### config.mk
export PLATFORM = sky130hd
export DESIGN_NAME = reabastecedor
export DESIGN_NICKNAME = d
export VERILOG_FILES = /design/src/rtl/reabastecedor_pkg.sv /design/src/rtl/bcd_soma_sub.sv /design/src/rtl/reabastecedor.sv
export SDC_FILE = /design/constraint.sdc
export NUM_CORES = 1
export LEC_CHECK = 0
export ABC_AREA = 1
export ABC_CLOCK_PERIOD_IN_PS = 7600
export BUFFER_PORTS_ARGS = -buffer_cell sky130_fd_sc_hd__buf_2
export CORE_ASPECT_RATIO = 2
export CORE_UTILIZATION = 35
export CTS_CLUSTER_SIZE = 10
export DETAILED_ROUTE_END_ITERATION = 10
export HOLD_SLACK_MARGIN = 0.08
export PLACE_DENSITY_LB_ADDON = 0.05
export SETUP_SLACK_MARGIN = 0.3
export SLEW_MARGIN = 0
export SYNTH_ARGS = -nofsm -noshare
export SYNTH_HDL_FRONTEND = slang
export SYNTH_SLANG_ARGS = --single-unit
### constraint.sdc
create_clock -name clk -period 7.6 [get_ports clk]
set_clock_uncertainty 0.15 [all_clocks]
set_input_delay 1.14 -clock clk [delete_from_list [all_inputs] [get_ports clk]]
set_output_delay 1.14 -clock clk [all_outputs]
set_load 0.05 [all_outputs]
### src/rtl/reabastecedor_pkg.sv
// Shared definitions for the cork-tray refill controller.
// FSM state codes, BCD constants and a BCD-to-binary helper.
package reabastecedor_pkg;

    typedef logic [1:0] estado_t;

    localparam estado_t OCIOSO      = 2'd0;
    localparam estado_t ABASTECE    = 2'd1;
    localparam estado_t ESPERA      = 2'd2;
    localparam estado_t SEM_ESTOQUE = 2'd3;

    // One refill batch handed to the tray, in BCD.
    localparam logic [7:0] LOTE     = 8'h20;
    localparam logic [7:0] BCD_MAX  = 8'h99;

    function automatic logic [6:0] bcd_para_bin(input logic [7:0] bcd);
        return 7'(bcd[7:4]) * 7'd10 + 7'(bcd[3:0]);
    endfunction

endpackage

### src/rtl/bcd_soma_sub.sv
// Two-digit BCD add/subtract: resultado = a + soma - subtrai, clamped to 00..99.
// Net result is formed before clamping so a simultaneous add and subtract saturate only once.
import reabastecedor_pkg::*;

module bcd_soma_sub (
    input  logic [7:0] a,
    input  logic [7:0] soma,
    input  logic [7:0] subtrai,
    output logic [7:0] resultado
);

    logic signed [8:0] bruto;
    logic        [6:0] bin;

    always_comb begin
        bruto = $signed({2'b00, bcd_para_bin(a)})
              + $signed({2'b00, bcd_para_bin(soma)})
              - $signed({2'b00, bcd_para_bin(subtrai)});
        if (bruto < 9'sd0) begin
            bin = 7'd0;
        end else if (bruto > $signed({2'b00, bcd_para_bin(BCD_MAX)})) begin
            bin = bcd_para_bin(BCD_MAX);
        end else begin
            bin = bruto[6:0];
        end
        resultado = {4'(bin / 7'd10), 4'(bin % 7'd10)};
    end

endmodule

### src/rtl/reabastecedor.sv
// Cork-tray refill controller: tracks BCD stock and pulses reabastecer per batch of 20.
// Define AUTO_CR_REFILL_EN to also request a refill on a rising edge of CR.
import reabastecedor_pkg::*;

module reabastecedor #(
    parameter logic [7:0] ESTOQUE_INICIAL = 8'h99,
    parameter logic [7:0] REPOSICAO       = 8'h10
) (
    input  logic       clk,
    input  logic       reset,
    input  logic       CR,
    input  logic       BZ,
    input  logic       botao,
    input  logic       repor,
    output logic       reabastecer,
    output logic [3:0] unidades_estoque,
    output logic [3:0] dezenas_estoque,
    output logic       EV,
    output logic       ocupado
);

    estado_t    estado, estado_prox;
    logic [7:0] estoque, estoque_prox;
    logic       bz_ant, botao_ant;
    logic       borda_cr;
    logic       pedido;
    logic       tem_lote;
    logic       algum_flag;

    always_ff @(posedge clk or negedge reset) begin
        if (!reset) begin
            estado    <= OCIOSO;
            estoque   <= ESTOQUE_INICIAL;
            bz_ant    <= 1'b0;
            botao_ant <= 1'b0;
        end else begin
            estado    <= estado_prox;
            estoque   <= estoque_prox;
            bz_ant    <= BZ;
            botao_ant <= botao;
        end
    end

`ifdef AUTO_CR_REFILL_EN
    logic cr_ant;

    always_ff @(posedge clk or negedge reset) begin
        if (!reset) begin
            cr_ant <= 1'b0;
        end else begin
            cr_ant <= CR;
        end
    end

    assign borda_cr = CR & ~cr_ant;
`else
    assign borda_cr = 1'b0;
`endif

    assign pedido     = (BZ & ~bz_ant) | (botao & ~botao_ant) | borda_cr;
    assign tem_lote   = (estoque >= LOTE);
    assign algum_flag = BZ | CR | botao;

    always_comb begin
        estado_prox = estado;
        case (estado)
            OCIOSO: begin
                if (pedido) begin
                    estado_prox = tem_lote ? ABASTECE : SEM_ESTOQUE;
                end
            end
            ABASTECE: estado_prox = ESPERA;
            ESPERA: begin
                if (!algum_flag) begin
                    estado_prox = OCIOSO;
                end
            end
            SEM_ESTOQUE: begin
                if (tem_lote && algum_flag) begin
                    estado_prox = ABASTECE;
                end else if (!algum_flag) begin
                    estado_prox = OCIOSO;
                end
            end
            default: estado_prox = OCIOSO;
        endcase
    end

    // Decrement only happens on the ABASTECE edge, which is entered only with a full batch.
    bcd_soma_sub u_bcd_soma_sub (
        .a         (estoque),
        .soma      (repor ? REPOSICAO : 8'h00),
        .subtrai   (reabastecer ? LOTE : 8'h00),
        .resultado (estoque_prox)
    );

    assign reabastecer      = (estado == ABASTECE);
    assign ocupado          = (estado != OCIOSO);
    assign EV               = (estoque < LOTE);
    assign unidades_estoque = estoque[3:0];
    assign dezenas_estoque  = estoque[7:4];

endmodule

== After elaboration in Yosys (flattened, before gate mapping) ==
Index checks and enable logic that the tools add are counted.

* $mul: 3
* Mux-type cells: 9
* Equality and inequality tests: 4
* Order comparisons: 4
* Reduce and logical (&&, ||, !) cells: 3
* Divide/modulo/power cells: 2
* Add/sub/neg operators: 5
* Bitwise gates (word level): 7

{| class="wikitable"
|+ Operators by type and width
! operator !! count
|-
| 7-bit by 4-bit adder with 7-bit output || 3
|-
| 7-bit two-way mux || 2
|-
| 9-bit by 8-bit greater-than comparator with 1-bit output (second input constant) || 1
|-
| 9-bit by 1-bit less-than comparator with 1-bit output (second input constant) || 1
|-
| 9-bit by 8-bit subtractor with 9-bit output || 1
|-
| 7-bit by 7-bit adder with 8-bit output || 1
|-
| 8-bit by 6-bit >= comparator with 1-bit output (second input constant) || 1
|-
| 8-bit by 6-bit less-than comparator with 1-bit output (second input constant) || 1
|-
| 2-bit two-way mux || 4
|-
| 2-bit case mux with 4 select lines || 1
|-
| 7-bit by 4-bit divider with 7-bit output (second input constant) || 1
|-
| 7-bit by 4-bit modulo with 7-bit output (second input constant) || 1
|-
| 4-bit by 3-bit multiplier with 6-bit output (second input constant) || 1
|-
| 6-bit two-way mux || 1
|-
| 2-bit by 3-bit multiplier with 5-bit output (second input constant) || 1
|-
| 5-bit two-way mux || 1
|-
| 2-bit equality test (second input constant) || 2
|-
| 1-bit by 3-bit multiplier with 4-bit output (second input constant) || 1
|-
| 1-bit OR || 3
|-
| 1-bit AND || 2
|-
| 2-bit by 1-bit equality test with 1-bit output (second input constant) || 1
|-
| 2-bit logical NOT || 1
|-
| 2-bit != test (second input constant) || 1
|-
| 1-bit inverter || 2
|-
| other kinds (2) || 2
|}

* Bits in registers: 12

== Longest topological paths before layout ==
Gate-level depths: netlist of run 1.

* Depth in word-level cells: 9
* Mapped depth: 35
* Mapped depth without buffers: 35

== Hierarchy ==
From an unflattened synthesis of run 1, not the netlist that was laid out.

* Cell total of the unflattened synthesis: 297
* Area, all modules: 2169.6 um^2

{| class="wikitable"
|+ By module, submodules not included
! module !! area an instance (um^2) !! sequential area each (um^2) !! cells each !! instances
|-
| bcd_soma_sub || 1759.2 || 0.0 || 260 || 1
|-
| reabastecedor || 410.4 || 305.3 || 37 || 1
|}

== Least setup slack after synthesis of run 1 ==
Ideal clock, no wire load.

* Path type: register -> register
* From: register estoque[6]
* To: register estoque[1]
* Path buffers: 1
* Period minus slack after synthesis: 4.784 ns
* Arrival time: 4.516 ns
* Setup time: 0.117 ns
* Cell stages (with the launch flop): 33
* Data required time: 7.333 ns
* Setup slack: 2.816 ns
* Path through: dfrtp_1 ha_1 ha_1 buf_4 xnor2_1 ha_1 nand2_1 o21ai_1 nand3_1 inv_1 nor2_1 ha_1 a21oi_1 inv_1 nor2_1 nand2_1 nand2_4 nor2_4 nor2_8 nand2_1 nand2_2 nand3_1 nand3_2 nand2_1 nand2_2 nand2_1 nand2_1 inv_1 ha_1 inv_1 nand3_2 nand4_1 nand2_1

* Longest elaborated chain between the ends: 8

{| class="wikitable"
|+ RTL lines
! item !! RTL line !! text
|-
| start, declared || reabastecedor.sv:23 || <nowiki>logic [7:0] estoque, estoque_prox;</nowiki>
|-
| start signal, assigned || reabastecedor.sv:38 || <nowiki>estoque <= estoque_prox;</nowiki>
|-
| 4-bit by 3-bit multiplier with 6-bit output (*) || reabastecedor_pkg.sv:17 || <nowiki>return 7'(bcd[7:4]) * 7'd10 + 7'(bcd[3:0]);</nowiki>
|-
| 7-bit by 4-bit adder with 7-bit output (*) || reabastecedor_pkg.sv:17 ||
|-
| 7-bit by 7-bit adder with 8-bit output (*) || bcd_soma_sub.sv:17 || <nowiki>+ $signed({2'b00, bcd_para_bin(soma)})</nowiki>
|-
| 9-bit by 8-bit subtractor with 9-bit output (*) || bcd_soma_sub.sv:18 || <nowiki>- $signed({2'b00, bcd_para_bin(subtrai)});</nowiki>
|-
| 9-bit by 8-bit greater-than comparator with 1-bit output || bcd_soma_sub.sv:21 || <nowiki>end else if (bruto > $signed({2'b00, bcd_para_bin(BCD_MAX)})) begin</nowiki>
|-
| 7-bit two-way mux || bcd_soma_sub.sv:21 ||
|-
| 7-bit two-way mux (*) || bcd_soma_sub.sv:19 || <nowiki>if (bruto < 9'sd0) begin</nowiki>
|-
| 7-bit by 4-bit modulo with 7-bit output (*) || bcd_soma_sub.sv:26 || <nowiki>resultado = {4'(bin / 7'd10), 4'(bin % 7'd10)};</nowiki>
|-
| net estoque_prox[1] || reabastecedor.sv:23 ||
|}

The timed path passes the listed nets; every way through them passes the cells marked *.
A chain may end at the register's enable or synchronous reset.

== Worst setup path after layout of run 1 ==
* From: register estoque[4]
* To: register estoque[2]

The elaborated chain is that of the path after synthesis.

==> metrics.md, run 1 <==
| Metric | Value |
|---|---|
| Status | `completed` |
| Max-slew violations | `0` |
| Core Area | `4090 um^2` |
| Starting Density | `36.1%` |
| Setup crit end kind | `flip-flop` |
| Hold buffers post-CTS | `0` |
| Total Die Area | `4500 um^2` |
| PostCTS Resize Cnt | `0` |
| All-Layer GR Usage | `17.5%` |
| # diodes | `0` |
| Routability cong. | `0.803` |
| DP Area | `1620 um^2` |
| GR Util met3 | `1.73%` |
| Setup tns final | `0 ps` |
| CP Class | `flip-flop to flip-flop` |
| Seq/Total Area, Yosys | `20.7%` |
| Root Buffer | `clkbuf_8` |
| Multiplexer area fraction after synthesis | `0%` |
| DIE HEIGHT | `93.9 um` |
| CP arrival | `5100 ps` |
| GR Layer Usage met1 | `16.5%` |
| Cts bufs inserted | `3` |
| CP peak stage delay | `540 ps` |
| Starting DRT DRC Count | `20` |
| Final layout net count | `258` |
| Commonest cells post-synth | `nand2_1 (61), inv_1 (36), nor2_1 (19)` |
| Design area | `1670 um^2` |
| # setup viols final | `0` |
| # rows | `33` |
| Synth Area in Compound Gates | `7.37%` |
| Main synth FF type | `dfrtp_1` |
| Worst-margin pin slew | `522 ps` |
| Final hold violations | `0` |
| I/O Buffers | `16` |
| Area growth, synth to finish | `13.0%` |
| Startpoint class of the critical path | `flip-flop` |
| CP Buf/Inv Count | `4` |
| Final core occ | `40.9%` |
| Max-slew headroom | `64.8%` |
| Clock net sink count | `12` |
| Avg Vias per Cell | `4.71` |
| GR peak layer | `met2` |
| Yosys reg bits | `12` |
| Post-Synth Adder-Cell Area | `13.7%` |
| Vias in the first global route | `1333` |
| RSZ-0062 raised after global routing | `false` |
| Mapped Cells | `217` |
| Vias | `1356` |
| Worst Path Max Fanout | `4` |
| Mapped Area | `1480 um^2` |
| Die W | `47.9 um` |
| XOR/XNOR Fraction of Synth Area | `3.56%` |
| Remaining antenna violation count after routing | `0` |
| Number of iterations in the first detailed-routing pass | `4` |
| Crit path time final | `5110 ps` |
| Clk buf depth | `2` |
| Largest net degree at the start of global routing | `13` |
| CP delay by family, top | `simple AND/OR/NAND/NOR gates` |
| Top cells by area, synth | `nand2_1 (15%), dfrtp_1 (14%), ha_1 (11%), inv_1 (9.1%), dfstp_2 (7.1%)` |
| GR met2 Demand/Resource | `34.3%` |
| Layout cells sized above 1 | `24.2%` |
| CTS clk-pin slew, worst paths | `50 ps` |
| Max cap viols | `0` |
| CP max-delay cell | `dfstp_2` |
| # IOs | `17` |
| H-tree depth | `1` |
| Hold/Removal Path Class | `flip-flop to flip-flop` |
| Crit path top cell by count | `nand2_1` |
| Largest family of logic cells by synthesized area | `simple AND/OR/NAND/NOR gates` |
| Clock Latency Late Sink | `240 ps` |
| Total grt overflow | `0` |
| Synth Warn # | `0` |
| Ys async rst share | `100%` |
| Initial antenna violation count | `0` |
| Post-CTS Setup Bufs | `0` |
| Critical Path RT | `7580 ps` |
| Share of the synthesized area in the top cell type | `15.5%` |
| First-pass GRT wire length | `5630 um` |
| Detail Placement HPWL | `2880 um` |
| Post-Route WL | `3330 um` |
| Period utilization | `67.3%` |
| CTS tree | `yes` |
| Avg Synthesized Cell Area | `6.81 um^2` |
| Residual DRC | `0` |
| Peak Freq | `0.196 GHz` |
| Most frequent cell after synthesis | `nand2_1` |
| Wire length per cell | `11.6 um` |
| Simple-gate share of the synthesized area | `43.3%` |
| Mapped Nets | `238` |
| Dominant cell type by area after synthesis | `nand2_1` |
| Cell variety after synth | `30` |
| Post-synth EDFFs | `0` |
## layer usage
layer  wire (um)  up-vias
met2        2000       17
met4          55        0
met5           0        -
met3          67        5
li1            -      719
met1        1210      615
## final cells by class
type | count | area, um^2
Clock buffer | 4 | 55.1
Fill cell | 450 | 2420
Inverter | 43 | 161
Multi-Input combinational cell | 161 | 1000
Sequential cell | 12 | 305
Tap cell | 52 | 65.1
Timing Repair Buffer | 16 | 80.1
## logic make-up (layout without fill, tap and decap cells)
group / count (synthesis) / count (layout)
XOR/XNOR: 6 / 6
flip-flops: 12 / 12
AND/OR/NAND/NOR: 123 / 123
buffers and inverters: 44 / 63
AO/OA/AOI/OAI: 17 / 17
adder cells (fa/ha/maj): 15 / 15
## cell usage in the layout, fill, tap and decap left out, types with 3 or more instances in the layout
cell      instances
nor2_2            3
nand2_1          61
buf_2            16
a21oi_1           4
nand4_1           5
o21ai_1           4
nand3_1          14
inv_1            36
nand2_2           7
o21ai_0           4
dfstp_2           4
dfrtp_1           8
xnor2_1           5
nor2_1           19
inv_2             7
ha_1             13
clkbuf_8          4
nand3_2           6
## tightest hold or removal path, cell delays in order, from the launching register on
cell     delay, ps
dfrtp_1        390
nand2_1         80
a21oi_1         60
## state kept, by name, summed over array words and instances (netlist names)
signal     count
bz_ant         1
botao_ant      1
estado         2
estoque        8
## per-stage QoR
stage                     hold slack (ps)  std cells  setup WS [ps]
after detailed placement              412        284           2470
after floorplan                       390        217           2820
final                                 426        288           2490
after CTS                             426        288           2450
after global placement                422        284           2500
after global routing                  468        288           1990
## path summary, 6_finish.rpt
kind                                        from                    end  slack [ps]  cells after the start
max                         estoque[4]$_DFF_PN1_   estoque[2]$_DFF_PN0_        2490                     30
min                        estado[0]$_DFFE_PN0P_  estado[0]$_DFFE_PN0P_         430                      2
max reg2reg                 estoque[4]$_DFF_PN1_   estoque[2]$_DFF_PN0_        2490                     30
min reg2reg                estado[0]$_DFFE_PN0P_  estado[0]$_DFFE_PN0P_         430                      2
max in group asynchronous                  reset   estoque[7]$_DFF_PN1_        6420                      1
min in group asynchronous                  reset   estoque[5]$_DFF_PN0_         610                      1
Power of run 1 is not shown: default switching activity piles up to over one toggle a cycle in this logic, so the estimate is an artifact.
==> run 2, diff against run 1 <==
- ABC_CLOCK_PERIOD_IN_PS: 7600 -> 4500
- clock period: 7.6 -> 4.5 ns (I/O delays scaled with it)
==> metrics.md, run 2 (same netlist as run 1, synthesis figures left out) <==
| Metric | Value |
|---|---|
| Final WS setup | `-76.2 ps (-2560 ps)` |
| CP max-delay cell | `dfstp_4` |
| CP startpoint | `estoque[4]$_DFF_PN1_` |
| Vias | `1539 (+13%)` |
| Area growth, synth to finish | `52.5%` |
| CTS clk-pin slew, worst paths | `50 ps (about the same)` |
| Max-slew violations | `0 (unchanged)` |
| Starting DRT DRC Count | `10 (-50%)` |
| Avg Vias per Cell | `4.58 (-2.7%)` |
| First-pass GRT wire length | `6290 um (+12%)` |
| Crit Reg-Reg Startpoint | `estoque[4]$_DFF_PN1_` |
| Root Buffer | `clkbuf_8` |
| GR Util met3 | `1.15% (-0.58 points)` |
| Remaining antenna violation count after routing | `0 (unchanged)` |
| CP arrival | `4550 ps (-550 ps)` |
| Final hold violations | `0 (unchanged)` |
| Core Area | `4090 um^2 (unchanged)` |
| GR met2 Demand/Resource | `38.2% (+3.8 points)` |
| FF-to-FF End | `estoque[2]$_DFF_PN0_` |
| # setup viols final | `4 (+4)` |
| CP peak stage delay | `640 ps (+100 ps)` |
| Minimum hold slack | `157 ps (-269 ps)` |
| Worst Path Max Fanout | `4 (unchanged)` |
| Failing checks | `setup timing` |
| GR peak layer | `met2` |
| Crit path to | `estoque[2]$_DFF_PN0_` |
| GR Layer Usage met1 | `19.7% (+3.2 points)` |
| Total grt overflow | `0 (unchanged)` |
| Largest net degree at the start of global routing | `13 (unchanged)` |
| Max-slew headroom | `76.7% (+12 points)` |
| Number of iterations in the first detailed-routing pass | `4 (unchanged)` |
| Worst-margin pin slew | `350 ps (-172 ps)` |
| Crit path time final | `4580 ps (-536 ps)` |
| Most common library cell in the layout ignoring fill and taps | `nand2_1` |
| DP Worst Slack | `-214 ps (-2690 ps)` |
| Initial antenna violation count | `0 (unchanged)` |
| Startpoint class of the critical path | `flip-flop` |
| I/O Buffers | `16 (unchanged)` |
| Total Die Area | `4500 um^2 (unchanged)` |
| Wire length per cell | `11.5 um (-0.96%)` |
| Reg2Reg Setup Slack | `-80 ps (-2560 ps)` |
| Commonest non-fill, non-tap cells in the layout | `nand2_1 (49), buf_4 (47), inv_1 (28)` |
| CP Class | `flip-flop to flip-flop` |
| CP Buf/Inv Count | `5 (+1)` |
| Filler Cell Count | `427 (-5.1%)` |
| Period utilization | `102% (+34 points)` |
| # diodes | `0 (unchanged)` |
| Most flops, register | `estoque` |
| Post-Route WL | `3850 um (+16%)` |
| All-Layer GR Usage | `19.4% (+1.9 points)` |
| Setup crit end kind | `flip-flop` |
| Peak Freq | `0.219 GHz (+12%)` |
| Vias in the first global route | `1521 (+14%)` |
| Residual DRC | `0 (unchanged)` |
| Max cap viols | `0 (unchanged)` |
| Layout cells sized above 1 | `50.7% (+27 points)` |
| Detail Placement HPWL | `3080 um (+6.8%)` |
| Clock Latency Late Sink | `240 ps (about the same)` |
| Die W | `47.9 um (unchanged)` |
| Clock net sink count | `12 (unchanged)` |
| RSZ-0062 raised after global routing | `true` |
| Number of cells on the critical path | `31 (+3.3%)` |
| DIE HEIGHT | `93.9 um (unchanged)` |
| Regs by FF count | `estoque (8), estado (2)` |
| Cts bufs inserted | `3 (unchanged)` |
| Status | `finished, violations left` |
| Routability cong. | `0.794 (-1.2%)` |
| Crit path top cell by count | `nand2_2` |
| # IOs | `17 (unchanged)` |
| # rows | `33 (unchanged)` |
| Clk buf depth | `2 (unchanged)` |
| Final layout net count | `306 (+19%)` |
| CTS tree | `yes` |
| CP delay by family, top | `simple AND/OR/NAND/NOR gates` |
| Max FFs per register | `8 (unchanged)` |
| Hold/Removal Path Class | `input port to asynchronous set/reset pin` |
| H-tree depth | `1 (unchanged)` |
| Worst R2R Path Depth | `31 (+3.3%)` |
| Starting Density | `36.1% (unchanged)` |
| Critical Path RT | `4480 ps (-3100 ps)` |
[run 2: cell types whose count changed in the layout (fill, tap and decap cells not counted), moves of 8 or more]
| cell | previous run | this run |
|---|---|---|
| nand2_2 | 7 | 15 |
| nand2_1 | 61 | 49 |
| inv_2 | 7 | 15 |
| inv_1 | 36 | 28 |
| buf_4 | 0 | 47 |
[run 2: worst min-delay path by stage]
stage,cells past startpoint,start,end,slack [ps]
global route,1,reset,estoque[1]$_DFF_PN0_,170
detailed placement,2,estoque[0]$_DFF_PN1_,estoque[0]$_DFF_PN1_,400
floorplan,0,reset,botao_ant$_DFF_PN0_,230
finish,1,reset,estoque[1]$_DFF_PN0_,160
CTS,1,reset,estoque[5]$_DFF_PN0_,160
global placement,2,estoque[0]$_DFF_PN1_,estoque[0]$_DFF_PN1_,410
[run 2: what timing repair did]
item                                    in CTS  in global routing
buffers inserted                            11                  4
resized for setup                           22                 12
hold buffers                                 0                  0
endpoints found under the setup margin       4                  5
hold endpoints to repair                     0                  0
pin swaps                                   23                 15
[run 2: through the flow]
| stage | util, % | cells | TNS (ps) | area (um^2) |
|---|---|---|---|---|
| floorplan | - | 217 | -181 | 1560 |
| global placement | 47.7 | 317 | -692 | 1950 |
| detailed placement | 47.7 | 317 | -745 | 1950 |
| CTS | 53.2 | 332 | -298 | 2170 |
| global route | 55.1 | 336 | -1340 | 2250 |
| finish | 55.1 | 336 | -195 | 2250 |
[run 2: routing by layer]
metal | part of all wire [%] | vias up
li1 | - | 817
met4 | 0.60 | 0
met3 | 0.96 | 2
met5 | 0 | -
met2 | 61 | 12
met1 | 37 | 708
[run 2: worst register-to-register path: cells and delay by family (launching register included)]
family / cells / cell delay (ps)
buffers and inverters: 5 / 340
AO/OA/AOI/OAI: 3 / 470
flip-flops: 1 / 640
adder cells (fa/ha/maj): 5 / 1310
AND/OR/NAND/NOR: 17 / 1430
XOR/XNOR: 1 / 140
[run 2: final cells by class]
type | count | area, um^2 | share of cell area, %
well taps | 52 | 65.1 | 2.89
clock buffers | 4 | 55.1 | 2.44
flip-flops and latches | 12 | 310 | 13.8
repair buffers | 64 | 453 | 20.1
multi-input cells | 161 | 1210 | 53.6
inverters | 43 | 161 | 7.16
Power of run 2 is left out for the same reason.
